--- config.mk ---
export PLATFORM = sky130hd
export DESIGN_NAME = sync_fifo_prog
export DESIGN_NICKNAME = d
export VERILOG_FILES = /design/src/rtl/shared_pkg.sv /design/src/rtl/fifo_mem.sv /design/src/rtl/sync_fifo_prog.sv
export SDC_FILE = /design/constraint.sdc
export NUM_CORES = 1
export LEC_CHECK = 0
export ABC_AREA = 1
export CAP_MARGIN = 20
export CORE_ASPECT_RATIO = 0.8
export CORE_UTILIZATION = 55
export DETAILED_ROUTE_END_ITERATION = 8
export GPL_TIMING_DRIVEN = 0
export PLACE_DENSITY = 0.86
export SLEW_MARGIN = 10
export SYNTH_ARGS = -nofsm -noshare
export SYNTH_HDL_FRONTEND = slang
export SYNTH_SLANG_ARGS = --single-unit
--- constraint.sdc ---
create_clock -name clk -period 6.1 [get_ports clk]
set_input_delay 0.915 -clock clk [delete_from_list [all_inputs] [get_ports clk]]
set_output_delay 0.915 -clock clk [all_outputs]
set_load 0.01 [all_outputs]
--- src/rtl/shared_pkg.sv ---
// Shared FIFO constants and the read/write outcome type.
package shared_pkg;

  localparam int FIFO_WIDTH_DEF = 16;
  localparam int FIFO_DEPTH_DEF = 8;

  typedef enum logic [1:0] {
    OP_NONE,
    OP_OK,
    OP_REJECT
  } op_result_e;

endpackage

--- src/rtl/fifo_mem.sv ---
// Register array with one write port and one registered read port.
module fifo_mem #(
  parameter int FIFO_WIDTH = 16,
  parameter int FIFO_DEPTH = 8,
  parameter int PTR_W      = $clog2(FIFO_DEPTH)
) (
  input  logic                  clk,
  input  logic                  rst_n,
  input  logic                  we,
  input  logic [PTR_W-1:0]      waddr,
  input  logic [FIFO_WIDTH-1:0] wdata,
  input  logic                  re,
  input  logic [PTR_W-1:0]      raddr,
  output logic [FIFO_WIDTH-1:0] rdata
);

  logic [FIFO_WIDTH-1:0] mem [0:FIFO_DEPTH-1];

  // Storage is deliberately not reset; only the read register is.
  always_ff @(posedge clk) begin
    if (we) mem[waddr] <= wdata;
  end

  always_ff @(posedge clk) begin
    if (!rst_n)  rdata <= '0;
    else if (re) rdata <= mem[raddr];
  end

endmodule

--- src/rtl/sync_fifo_prog.sv ---
// Synchronous FIFO with programmable almost-full/empty thresholds, flush and read-valid.
module sync_fifo_prog
  import shared_pkg::*;
#(
  parameter int FIFO_WIDTH = FIFO_WIDTH_DEF,
  parameter int FIFO_DEPTH = FIFO_DEPTH_DEF,
  parameter int CNT_W      = $clog2(FIFO_DEPTH + 1)
) (
  input  logic                  clk,
  input  logic                  rst_n,
  input  logic [FIFO_WIDTH-1:0] data_in,
  input  logic                  wr_en,
  input  logic                  rd_en,
  input  logic                  flush,
  input  logic [CNT_W-1:0]      af_thresh,
  input  logic [CNT_W-1:0]      ae_thresh,
  output logic [FIFO_WIDTH-1:0] data_out,
  output logic                  rd_valid,
  output logic                  wr_ack,
  output logic                  overflow,
  output logic                  underflow,
  output logic                  full,
  output logic                  empty,
  output logic                  almostfull,
  output logic                  almostempty,
  output logic [CNT_W-1:0]      count
);

  localparam int              PTR_W   = $clog2(FIFO_DEPTH);
  localparam logic [CNT_W-1:0] DEPTH_C = CNT_W'(FIFO_DEPTH);
  localparam logic [PTR_W-1:0] LAST_C  = PTR_W'(FIFO_DEPTH - 1);

  logic [PTR_W-1:0] wr_ptr;
  logic [PTR_W-1:0] rd_ptr;
  logic [CNT_W-1:0] count_next;
  logic [CNT_W-1:0] af_eff;
  logic [CNT_W-1:0] ae_eff;
  logic             wr_ok;
  logic             rd_ok;

  // Explicit wrap so non-power-of-two depths work.
  function automatic logic [PTR_W-1:0] ptr_inc(input logic [PTR_W-1:0] p);
    return (p == LAST_C) ? '0 : p + 1'b1;
  endfunction

  assign full        = (count == DEPTH_C);
  assign empty       = (count == '0);
  assign wr_ok       = wr_en && !full;
  assign rd_ok       = rd_en && !empty;
  assign count_next  = count + CNT_W'(wr_ok) - CNT_W'(rd_ok);

  assign af_eff      = (af_thresh > DEPTH_C) ? DEPTH_C : af_thresh;
  assign ae_eff      = (ae_thresh > DEPTH_C) ? DEPTH_C : ae_thresh;
  assign almostfull  = (count >= af_eff);
  assign almostempty = (count <= ae_eff);

  always_ff @(posedge clk) begin
    if (!rst_n) begin
      wr_ptr    <= '0;
      rd_ptr    <= '0;
      count     <= '0;
      wr_ack    <= 1'b0;
      overflow  <= 1'b0;
      underflow <= 1'b0;
      rd_valid  <= 1'b0;
    end else if (flush) begin
      wr_ptr    <= '0;
      rd_ptr    <= '0;
      count     <= '0;
      wr_ack    <= 1'b0;
      overflow  <= 1'b0;
      underflow <= 1'b0;
      rd_valid  <= 1'b0;
    end else begin
      if (wr_ok) wr_ptr <= ptr_inc(wr_ptr);
      if (rd_ok) rd_ptr <= ptr_inc(rd_ptr);
      count     <= count_next;
      wr_ack    <= wr_ok;
      overflow  <= wr_en && full;
      underflow <= rd_en && empty;
      rd_valid  <= rd_ok;
    end
  end

  fifo_mem #(
    .FIFO_WIDTH(FIFO_WIDTH),
    .FIFO_DEPTH(FIFO_DEPTH),
    .PTR_W     (PTR_W)
  ) u_mem (
    .clk  (clk),
    .rst_n(rst_n),
    .we   (wr_ok && rst_n && !flush),
    .waddr(wr_ptr),
    .wdata(data_in),
    .re   (rd_ok && !flush),
    .raddr(rd_ptr),
    .rdata(data_out)
  );

endmodule

==> results of run 1 <==
-- placed cells by master, fill, tap and decap left out, types with 2 or more instances in the layout --
cell               n
o21ai_0            6
dfxtp_1           30
clkbuf_16         18
nand2_1          193
buf_4              2
clkinvlp_4         4
edfxtp_1         128
inv_2              6
nand3_1           98
ha_1              18
buf_2             17
nor2_1            15
a211oi_1           3
inv_1            116
clkinv_4           2
clkdlybuf4s50_1   56
bufinv_16          2
nor2_2             9
clkbuf_1           7
a21oi_1           24
buf_8              8
buf_6              5
-- how the worst max path moves through the flow --
stage                 endpoint  slack [ns]
3_5_place_dp       almostempty        2.30
2_1_floorplan      almostempty        3.42
5_1_grt            almostempty        2.11
6_report           almostempty        2.23
3_3_place_gp   u_mem.mem[0][4]        2.17
4_1_cts            almostempty        2.26
-- power by group through the flow --
stage          clock [W]  sequential (W)  combinational, W
2_1_floorplan          0         0.00122          0.000163
3_3_place_gp           0         0.00122          0.000280
3_5_place_dp           0         0.00122          0.000300
4_1_cts          0.00106         0.00120          0.000308
5_1_grt          0.00110         0.00120          0.000338
6_report         0.00106         0.00120          0.000316
-- sequential cells by signal (all words and copies together), names as in the netlist, 3 cells and up --
name	cells
u_mem.mem	128
u_mem.rdata	16
count	4
rd_ptr	3
wr_ptr	3
-- kinds of logic after synthesis --
family,Yosys count,share of synthesized area (%)
XOR/XNOR,1,0.127
AND/OR/NAND/NOR,321,20.0
flip-flops,158,64.4
buffers and inverters,150,9.16
adder cells (fa/ha/maj),19,3.56
AO/OA/AOI/OAI,35,2.72
-- worst max-delay path: stages --
cell,delay [ns]
clkdlybuf4s50_1,0.48
inv_1,0.08
o21ai_0,0.23
ha_1,0.29
a21oi_1,0.17
o21ai_0,0.13
o21ai_0,0.11
clkdlybuf4s50_1,0.56
-- metrics by stage --
stage               power (W)  std cells  hold slack (ns)  instance area, um^2
floorplan             0.00139        684            0.474                 6900
global placement      0.00150        911            0.451                 7670
detailed placement    0.00152        919            0.456                 7810
CTS                   0.00256        951            0.464                 8400
global route          0.00264        951            0.480                 8400
finish                0.00257        951            0.467                 8400
-- synthesized netlist by cell type, types with 2 or more instances --
| cell type | n | area share (%) |
|---|---|---|
| nand2_1 | 193 | 11 |
| edfxtp_1 | 128 | 56 |
| inv_1 | 116 | 6.3 |
| nand3_1 | 98 | 7.1 |
| dfxtp_1 | 30 | 8.7 |
| a21oi_1 | 24 | 1.7 |
| nor2_1 | 23 | 1.3 |
| ha_1 | 18 | 3.3 |
| buf_2 | 17 | 1.2 |
| inv_2 | 6 | 0.33 |
| o21ai_0 | 6 | 0.44 |
| buf_6 | 5 | 0.82 |
| a211oi_1 | 3 | 0.33 |
| buf_4 | 2 | 0.22 |
| clkbuf_1 | 2 | 0.11 |
-- metal layers --
metal / share of wire, % / track usage (%)
met2: 48 / 48.9
met4: 3.6 / 14.8
met1: 37 / 35.3
met5: 0 / 0
met3: 12 / 8.80
-- final cells by class --
class / instances / area, um^2 / area share, %
clock buffer: 24 / 483 / 5.75
clock inverter: 8 / 108 / 1.28
tap: 171 / 214 / 2.55
multi-input combinational: 376 / 1840 / 21.9
timing repair buffer: 64 / 681 / 8.10
buffer: 27 / 168 / 2.00
sequential: 158 / 4440 / 52.9
inverter: 123 / 464 / 5.52
==> flow_summary.ini, run 1 <==
[synthesis]
async_flop_share_pct = 0
ys_types = 28
synthCells = 684
yosysWarnings = 0
ys_seq_area_share_pct = 64.4
avgSynthCellArea_um2 = 10.1
syn-cell-area_um2 = 6900
ys_ff_latch = 158
synth_flop_cell = edfxtp_1
synth-edff-count = 128
synthesis.nets = 732

[power]
power.leakage_nw = 3.50
p_comb_share_pct = 12.3
switchingPower_w = 0.000626
p_int_w = 0.00195
clockPowerShare_pct = 41.1
swShare_pct = 24.3
powerDensity_nw_per_um2 = 306
p_seq_share_pct = 46.6
ir_drop_mv = 0.227

[clocking]
clockBufferDepth = 2
cts.hold.buffers_added = 0
cts_setup_buffers = 0
cts-root-buf = clkbuf_16
cts_resized = 0
clkTransAtPathRegs_ns = 0.06
cts-htree-levels = 4
cts_tree = yes
cts_buffers = 17
worstSkewPairLatency_ns = 0.43
cts.sinks = 158

[setup_path]
critPathArrivalTime_ns = 2.96
regToRegSetupSlack_ns = 3.70
critPathCaptureType = primary output
cp_max_fo = 3
cp-start-kind = primary input
critPathLaunch = ae_thresh[3]
r2r_start = count[2]
crit_required_ns = 5.18
reg2reg_depth = 8
crit_type = primary input to primary output
rr_endpoint = u_mem.mem[0][11]

[detailed_routing]
antenna_left = 0
wl_mm = 18.2
vias_per_cell = 5.68
wl_per_cell_um = 19.2
route.detailed.drc = 0
dr_total_vias = 5400
drtIter0Drc = 763
firstDrtPassIters = 6

[final_layout]
utilization_pct = 68.8
drive_above_1_share_pct = 10.1
nets = 815
diodes = 0
area_growth_pct = 21.8
fill_cells = 785

[sta]
setup_ws_ns = 2.23
finalMaxSlewViolations = 0
fin_crit_ns = 3.87
period_share_pct = 63.5
slew_headroom_pct = 50.5
tns_ns = 0
clock.fmax_ghz = 0.258
finalSetupViolations = 0
hold_viol = 0
worstMarginPinSlew_ns = 0.742
fin_skew_ns = 0.0122
rsz0062_at_grt = false

[die]
die_w_um = 127
fp.dieArea_um2 = 13000
core_um2 = 12200
die_h_um = 102
io_pins = 57
start_util_pct = 56.5
row_count = 36

[grt]
grt_pass1_vias = 5258
grt_max_degree = 17
overflow = 0
antenna_found_initial = 0
grt_pass1_wl_mm = 27.4
grt.total_usage_pct = 29.4

[min_path]
hp-class = flip-flop to flip-flop
hold_end = u_mem.rdata[7]
min_path_cells = 2
worstHoldStart = u_mem.rdata[7]

[placed_design]
portBuffers = 56
hpwlAfterDp_mm = 11.7
gp_congestion = 0.879
post-place-ws_ns = 2.30

[run]
max-cap-violations = 0

[outcome]
status = finished clean
Note: power is estimated with default switching activity, not from simulation.
==> run 2: changes to the inputs <==
Settings changed: CORE_UTILIZATION 55 to 52.
Clock period 6.1 ns to 3.27 ns, I/O delays scaled along.
==> run 2 against run 1 <==
Net effect:
- register-to-register slack got worse by 2.7 ns
- count of clock-buffer cells in the layout down 5
- power up 80%
- critical path type unchanged
- cell area decreased by 0.61%
- routed wire length decreased by 5.0%
- clock skew fell by 0.0057 ns
- first-iteration DRC count shrank 5.2%
- sequential power is 86% higher
- flip-flop and latch count did not move
- critical path depth did not move
==> flow_summary.ini, run 2 (synthesis results as in run 1) <==
[sta]
rsz0062_at_grt = false
worstMarginPinSlew_ns = 0.819
timing.hold.ws_ns = 0.463
clock.fmax_ghz = 0.350
tns_ns = 0
finalMaxSlewViolations = 0
setup_ws_ns = 0.415
finalSetupViolations = 0
hold_viol = 0
fin_crit_ns = 2.85
slew_headroom_pct = 45.4
fin_skew_ns = 0.00654
period_share_pct = 87.3

[detailed_routing]
wl_mm = 17.3
dr_total_vias = 5259
drtIter0Drc = 723
vias_per_cell = 5.51
route.detailed.drc = 0
wl_per_cell_um = 18.1
firstDrtPassIters = 5
antenna_left = 0

[setup_path]
cp_max_fo = 3
reg2reg_depth = 11
r2r_start = count[2]
critPathCaptureType = primary output
regToRegSetupSlack_ns = 1.02
cp-start-kind = primary input
critPathArrivalTime_ns = 2.36
rr_endpoint = count[2]
crit_type = primary input to primary output
crit_required_ns = 2.78
critPathLaunch = ae_thresh[3]

[clocking]
cts.sinks = 158
cts_buffers = 17
cts_resized = 0
clockBufferDepth = 2
cts.hold.buffers_added = 0
cts-root-buf = clkbuf_16
clkTransAtPathRegs_ns = 0.06
worstSkewPairLatency_ns = 0.43
cts-htree-levels = 4
cts_tree = yes
cts_setup_buffers = 0

[placed_design]
placedCellCount = 923
post-place-ws_ns = 0.423
hpwlAfterDp_mm = 11.0
gp_congestion = 0.844
portBuffers = 56

[final_layout]
regMostFlops = u_mem.mem
final_common_cell = nand2_1
diodes = 0
top_regs = u_mem.mem (128), u_mem.rdata (16), count (4)
nets = 815
largest_reg_flops = 128
area_growth_pct = 21.1
layout_common_cells = 193 x nand2_1, 128 x edfxtp_1, 116 x inv_1
stdcell_count = 955
drive_above_1_share_pct = 10.5

[power]
ir_drop_mv = 0.442
power.leakage_nw = 3.48
powerDensity_nw_per_um2 = 554

[grt]
grt_max_degree = 17
overflow = 0
antenna_found_initial = 0
grt_pass1_vias = 5156
grt_pass1_wl_mm = 26.4
grt.total_usage_pct = 26.9

[die]
die_h_um = 105
die_w_um = 131
start_util_pct = 53.4
core_um2 = 12900
fp.dieArea_um2 = 13700
io_pins = 57
row_count = 37

[min_path]
hp-class = flip-flop to flip-flop
min_path_cells = 2
hold_end = u_mem.rdata[1]
worstHoldStart = u_mem.rdata[1]

[run]
max-cap-violations = 0

[outcome]
status = finished clean
-- run 2: cell types whose count changed in the layout (fill, tap and decap cells not counted), sizes merged --
cell,change
bufinv,-2
clkbuf,-5
clkinvlp,+2
inv,+6
clkinv,-1
-- run 2: stage by stage --
stage	cell area (um^2)	utilization, %	power, W
floorplan	6900	-	0.00259
global placement	7680	59.4	0.00280
detailed placement	7810	60.5	0.00283
CTS	8350	64.7	0.00461
global route	8350	64.7	0.00478
finish	8350	64.7	0.00463
-- run 2: worst max-delay path: stages --
cell,delay [ns]
clkdlybuf4s50_1,0.48
inv_1,0.07
o21ai_0,0.18
ha_1,0.27
a21oi_1,0.15
o21ai_0,0.09
o21ai_0,0.08
clkdlybuf4s50_1,0.56
-- run 2: where the power goes --
group	internal (W)	switching [W]
clock network	0.000984	0.000841
logic	0.000226	0.000343
registers	0.00221	0.0000228
-- run 2: final cells by class --
cell class / instances / area [um^2]
Inverter: 123 / 464
Clock buffer: 19 / 433
Fill cell: 908 / 4570
Tap cell: 175 / 219
Multi-Input combinational cell: 376 / 1840
Timing Repair Buffer: 64 / 677
Buffer: 27 / 168
Sequential cell: 158 / 4440
Clock inverter: 13 / 105
-- run 2: worst max path at each step --
stage | depth (start not counted) | end | slack [ns]
6_report | 8 | almostempty | 0.42
2_1_floorplan | 7 | u_mem.mem[0][0] | 1.08
3_3_place_gp | 6 | u_mem.mem[1][5] | -0.23
4_1_cts | 8 | almostempty | 0.42
3_5_place_dp | 8 | almostempty | 0.42
5_1_grt | 8 | almostempty | 0.22
-- run 2: layer usage --
| layer | up-vias | track usage, % | part of all wire (%) |
|---|---|---|---|
| li1 | 2385 | - | - |
| met1 | 2409 | 34.3 | 36 |
| met2 | 392 | 41.8 | 47 |
| met3 | 73 | 7.32 | 13 |
| met4 | 0 | 14.4 | 3.9 |
| met5 | - | 0 | 0 |
==> edit 1, RTL diff (settings of run 2) <==
`FIFO_WIDTH_DEF`: 16 -> 32.
--- a/src/rtl/shared_pkg.sv
+++ b/src/rtl/shared_pkg.sv
@@ -1,7 +1,7 @@
 // Shared FIFO constants and the read/write outcome type.
 package shared_pkg;
 
-  localparam int FIFO_WIDTH_DEF = 16;
+  localparam int FIFO_WIDTH_DEF = 32;
   localparam int FIFO_DEPTH_DEF = 8;
 
   typedef enum logic [1:0] {
Ports: changed (resized data_in and data_out); port bits go from 57 to 89. The function was not compared with the original's and may differ.
==> edit 1 against run 2 <==
Routed wire length rose by 93%; power rose by 87%; sequential cell count rose by 144; maximum frequency rose by 0.79%; register-to-register slack got worse by 570 ps; final area rose by 85%; setup slack improved by 22 ps; area after synthesis rose by 88%; non-clock buffer count rose by 61; die area rose by 86%; combinational power rose by 55%; critical path type unchanged; highest routed layer unchanged.
==> edit 1: results <==
metrics = {
    "outcome": {
        "status": "finished clean",
    },
    "cells_and_area": {
        "instances_no_fill": 1760,
        "reg_top3": "u_mem.mem x256, u_mem.rdata x32, count x4",
        "nets": 1484,
        "layout-drive-gt1-share_pct": 7.420,
        "largest_reg_flops": 256,
    },
    "place": {
        "dp.cells": 1707,
        "port-buffer-count": 87,
        "hpwl_mm": 21.33,
        "dp_slack_ps": 178.3,
    },
    "synthesis": {
        "seq_area_frac_synth_pct": 66.35,
        "synth_fp_nets": 1358,
        "synth_edf_count": 256,
        "synth_area_per_cell_um2": 10.03,
        "yosysUniqueCellTypes": 26,
        "ys_top_cells_by_area": "edfxtp_1, nand2_1, inv_1",
    },
    "global_route": {
        "grt_max_degree": 25,
        "grt_pass1_wl_mm": 51.05,
        "first_global_vias": 9489,
        "gr-usage-all-layers_pct": 26.99,
    },
    "clocking": {
        "htree_num_levels": 1,
        "clockBufferDepth": 3,
        "cts_buffers": 29,
    },
    "worst_setup_path": {
        "reg2reg_slack_ps": 450,
        "cp_data_arrival_time_ps": 2340,
    },
    "routing": {
        "drt-initial-drc-count": 1257,
        "post_drt_wl_per_cell_um": 19.02,
        "drtPass1Iterations": 6,
        "vias": 9650,
    },
    "hold_path": {
        "min_delay_path_depth": 3,
    },
    "power": {
        "leakage_nw": 6.737,
    },
    "timing": {
        "hold_slack_ps": 346.5,
        "finClkSkew_ps": 7.155,
    },
}
[edit 1: changes by cell type after synthesis, moves of 3 or more]
cell / before / now
inv_1: 116 / 288
nand2_1: 193 / 322
edfxtp_1: 128 / 256
nand3_1: 98 / 195
a21oi_1: 24 / 65
buf_2: 17 / 36
dfxtp_1: 30 / 46
clkbuf_1: 2 / 11
buf_1: 1 / 7
buf_6: 5 / 2
[edit 1: area by class of cell]
class	count	area (um^2)
Timing Repair Buffer	95	1076
Inverter	294	1104
Buffer	57	277.8
Clock buffer	43	788.3
Tap cell	318	397.9
Fill cell	1747	8959
Sequential cell	302	8608
Multi-Input combinational cell	641	3045
Clock inverter	10	183.9
[edit 1: how the worst max path moves through the flow]
stage / depth (start not counted) / start / to / slack (ps)
global placement: 6 / flush / u_mem.mem[7][8] / -1420
floorplan: 7 / count[2] / u_mem.mem[0][0] / 280
CTS: 8 / ae_thresh[3] / almostempty / 430
global route: 8 / count[2] / u_mem.mem[1][18] / 230
finish: 8 / ae_thresh[3] / almostempty / 440
detailed placement: 7 / flush / u_mem.mem[1][11] / 180
[edit 1: cell families (layout without fill, tap and decap cells)]
group / Yosys count / count (layout) / share of synthesized area (%)
buffers and inverters: 351 / 499 / 10.65
AND/OR/NAND/NOR: 545 / 545 / 18.05
AO/OA/AOI/OAI: 76 / 76 / 2.999
adder cells (fa/ha/maj): 19 / 19 / 1.890
flip-flops: 302 / 302 / 66.35
XOR/XNOR: 1 / 1 / 0.06751
[edit 1: power by group]
part	internal, mW	switching (mW)
combinational	0.341	0.540
sequential	4.26	0.0484
clock	2.06	1.40
[edit 1: routing by layer]
metal  global-route usage, %  share of wire [%]  up-vias
li1                        -                  -     4379
met1                   35.66                 38     4517
met2                   43.92                 46      629
met3                   5.005                 12      125
met4                   11.33                4.0        0
met5                       0                  0        -
==> edit 2, RTL diff (flow settings as in run 2) <==
Made on the original files. Reset style: asynchronous (`rst_n`), changed in 2 clocked blocks.
--- a/src/rtl/fifo_mem.sv
+++ b/src/rtl/fifo_mem.sv
@@ -21,7 +21,7 @@
     if (we) mem[waddr] <= wdata;
   end
 
-  always_ff @(posedge clk) begin
+  always_ff @(posedge clk or negedge rst_n) begin
     if (!rst_n)  rdata <= '0;
     else if (re) rdata <= mem[raddr];
   end
--- a/src/rtl/sync_fifo_prog.sv
+++ b/src/rtl/sync_fifo_prog.sv
@@ -54,7 +54,7 @@
   assign almostfull  = (count >= af_eff);
   assign almostempty = (count <= ae_eff);
 
-  always_ff @(posedge clk) begin
+  always_ff @(posedge clk or negedge rst_n) begin
     if (!rst_n) begin
       wr_ptr    <= '0;
       rd_ptr    <= '0;
Check against the original RTL: differs if rst_n is asserted again (counterexample within 4 cycles, from zero or initial values and one cycle with rst_n low); with rst_n held inactive, the same outputs for 4 cycles.
==> edit 2 against run 2 <==
Non-clock buffer count grew 2; setup slack worse by 50 ps; final area up 1.6%; die area rose by 1.8%; via count shrank 4.6%; routed wire length shrank 5.7%; area after synthesis increased by 1.8%; utilization up 0.54 points; synthesized cell count is 0.15% lower; sequential cell count did not move.
Power is not compared: it rests on default switching activity, and its combinational part moved more than twofold at a synthesized area within 25%.
==> edit 2: results <==
metrics = {
    "cells_and_area": {
        "multi_input_area_share_pct": 21.47,
        "n_all_buffers": 93,
        "synthToLayoutAreaGrowth_pct": 20.80,
        "sh_seq_area_pct": 54.18,
        "clk_share_pct": 6.344,
        "nFillCells": 918,
    },
    "place": {
        "dp_slack_ps": 328.9,
    },
    "routing": {
        "drt-initial-drc-count": 462,
        "wl_met1_mm": 6.786,
        "wl_met3_mm": 1.523,
        "drt-total-wl_mm": 16.35,
    },
    "synthesis": {
        "synthAdderAreaFrac_pct": 3.137,
        "ys_top_cells_by_area": "edfxtp_1, nand2_1, dfrtp_1",
        "synth-async-reset-ratio_pct": 18.99,
        "synth-xor-area-share_pct": 0.1248,
        "synth_area_per_cell_um2": 10.28,
        "seq_area_frac_synth_pct": 65.44,
    },
    "global_route": {
        "grt_pass1_wl_mm": 25.57,
        "use_met2_pct": 40.36,
        "grt_max_degree": 32,
        "gr-usage-all-layers_pct": 25.23,
        "grt_use_met3_pct": 5.913,
    },
    "timing": {
        "relSlewSlack_pct": 32.11,
    },
    "worst_setup_path": {
        "r2r-start": "count[2]",
    },
    "outcome": {
        "status": "finished clean",
    },
}
[edit 2: changes by cell type after synthesis, moves of 6 or more]
cell,run 2,this run
nor3_1,1,7
buf_4,2,15
buf_2,17,5
nand2_1,193,215
a21oi_1,24,4
dfxtp_1,30,0
nor2_1,23,14
dfrtp_1,0,30
[edit 2: final timing paths]
path                                     to  slack, ps  depth (start not counted)
max in group asynchronous   u_mem.rdata[11]       2490                          3
max                             almostempty        370                          8
max reg2reg                u_mem.mem[7][14]        730                          8
min reg2reg                  u_mem.rdata[4]        480                          2
min                          u_mem.rdata[2]        400                          2
min in group clk             u_mem.rdata[4]        480                          2
[edit 2: through the flow]
| stage | utilization (%) | cells |
|---|---|---|
| floorplan | - | 683 |
| global placement | 59.96 | 914 |
| detailed placement | 60.98 | 923 |
| CTS | 65.19 | 956 |
| global route | 65.19 | 956 |
| finish | 65.19 | 956 |
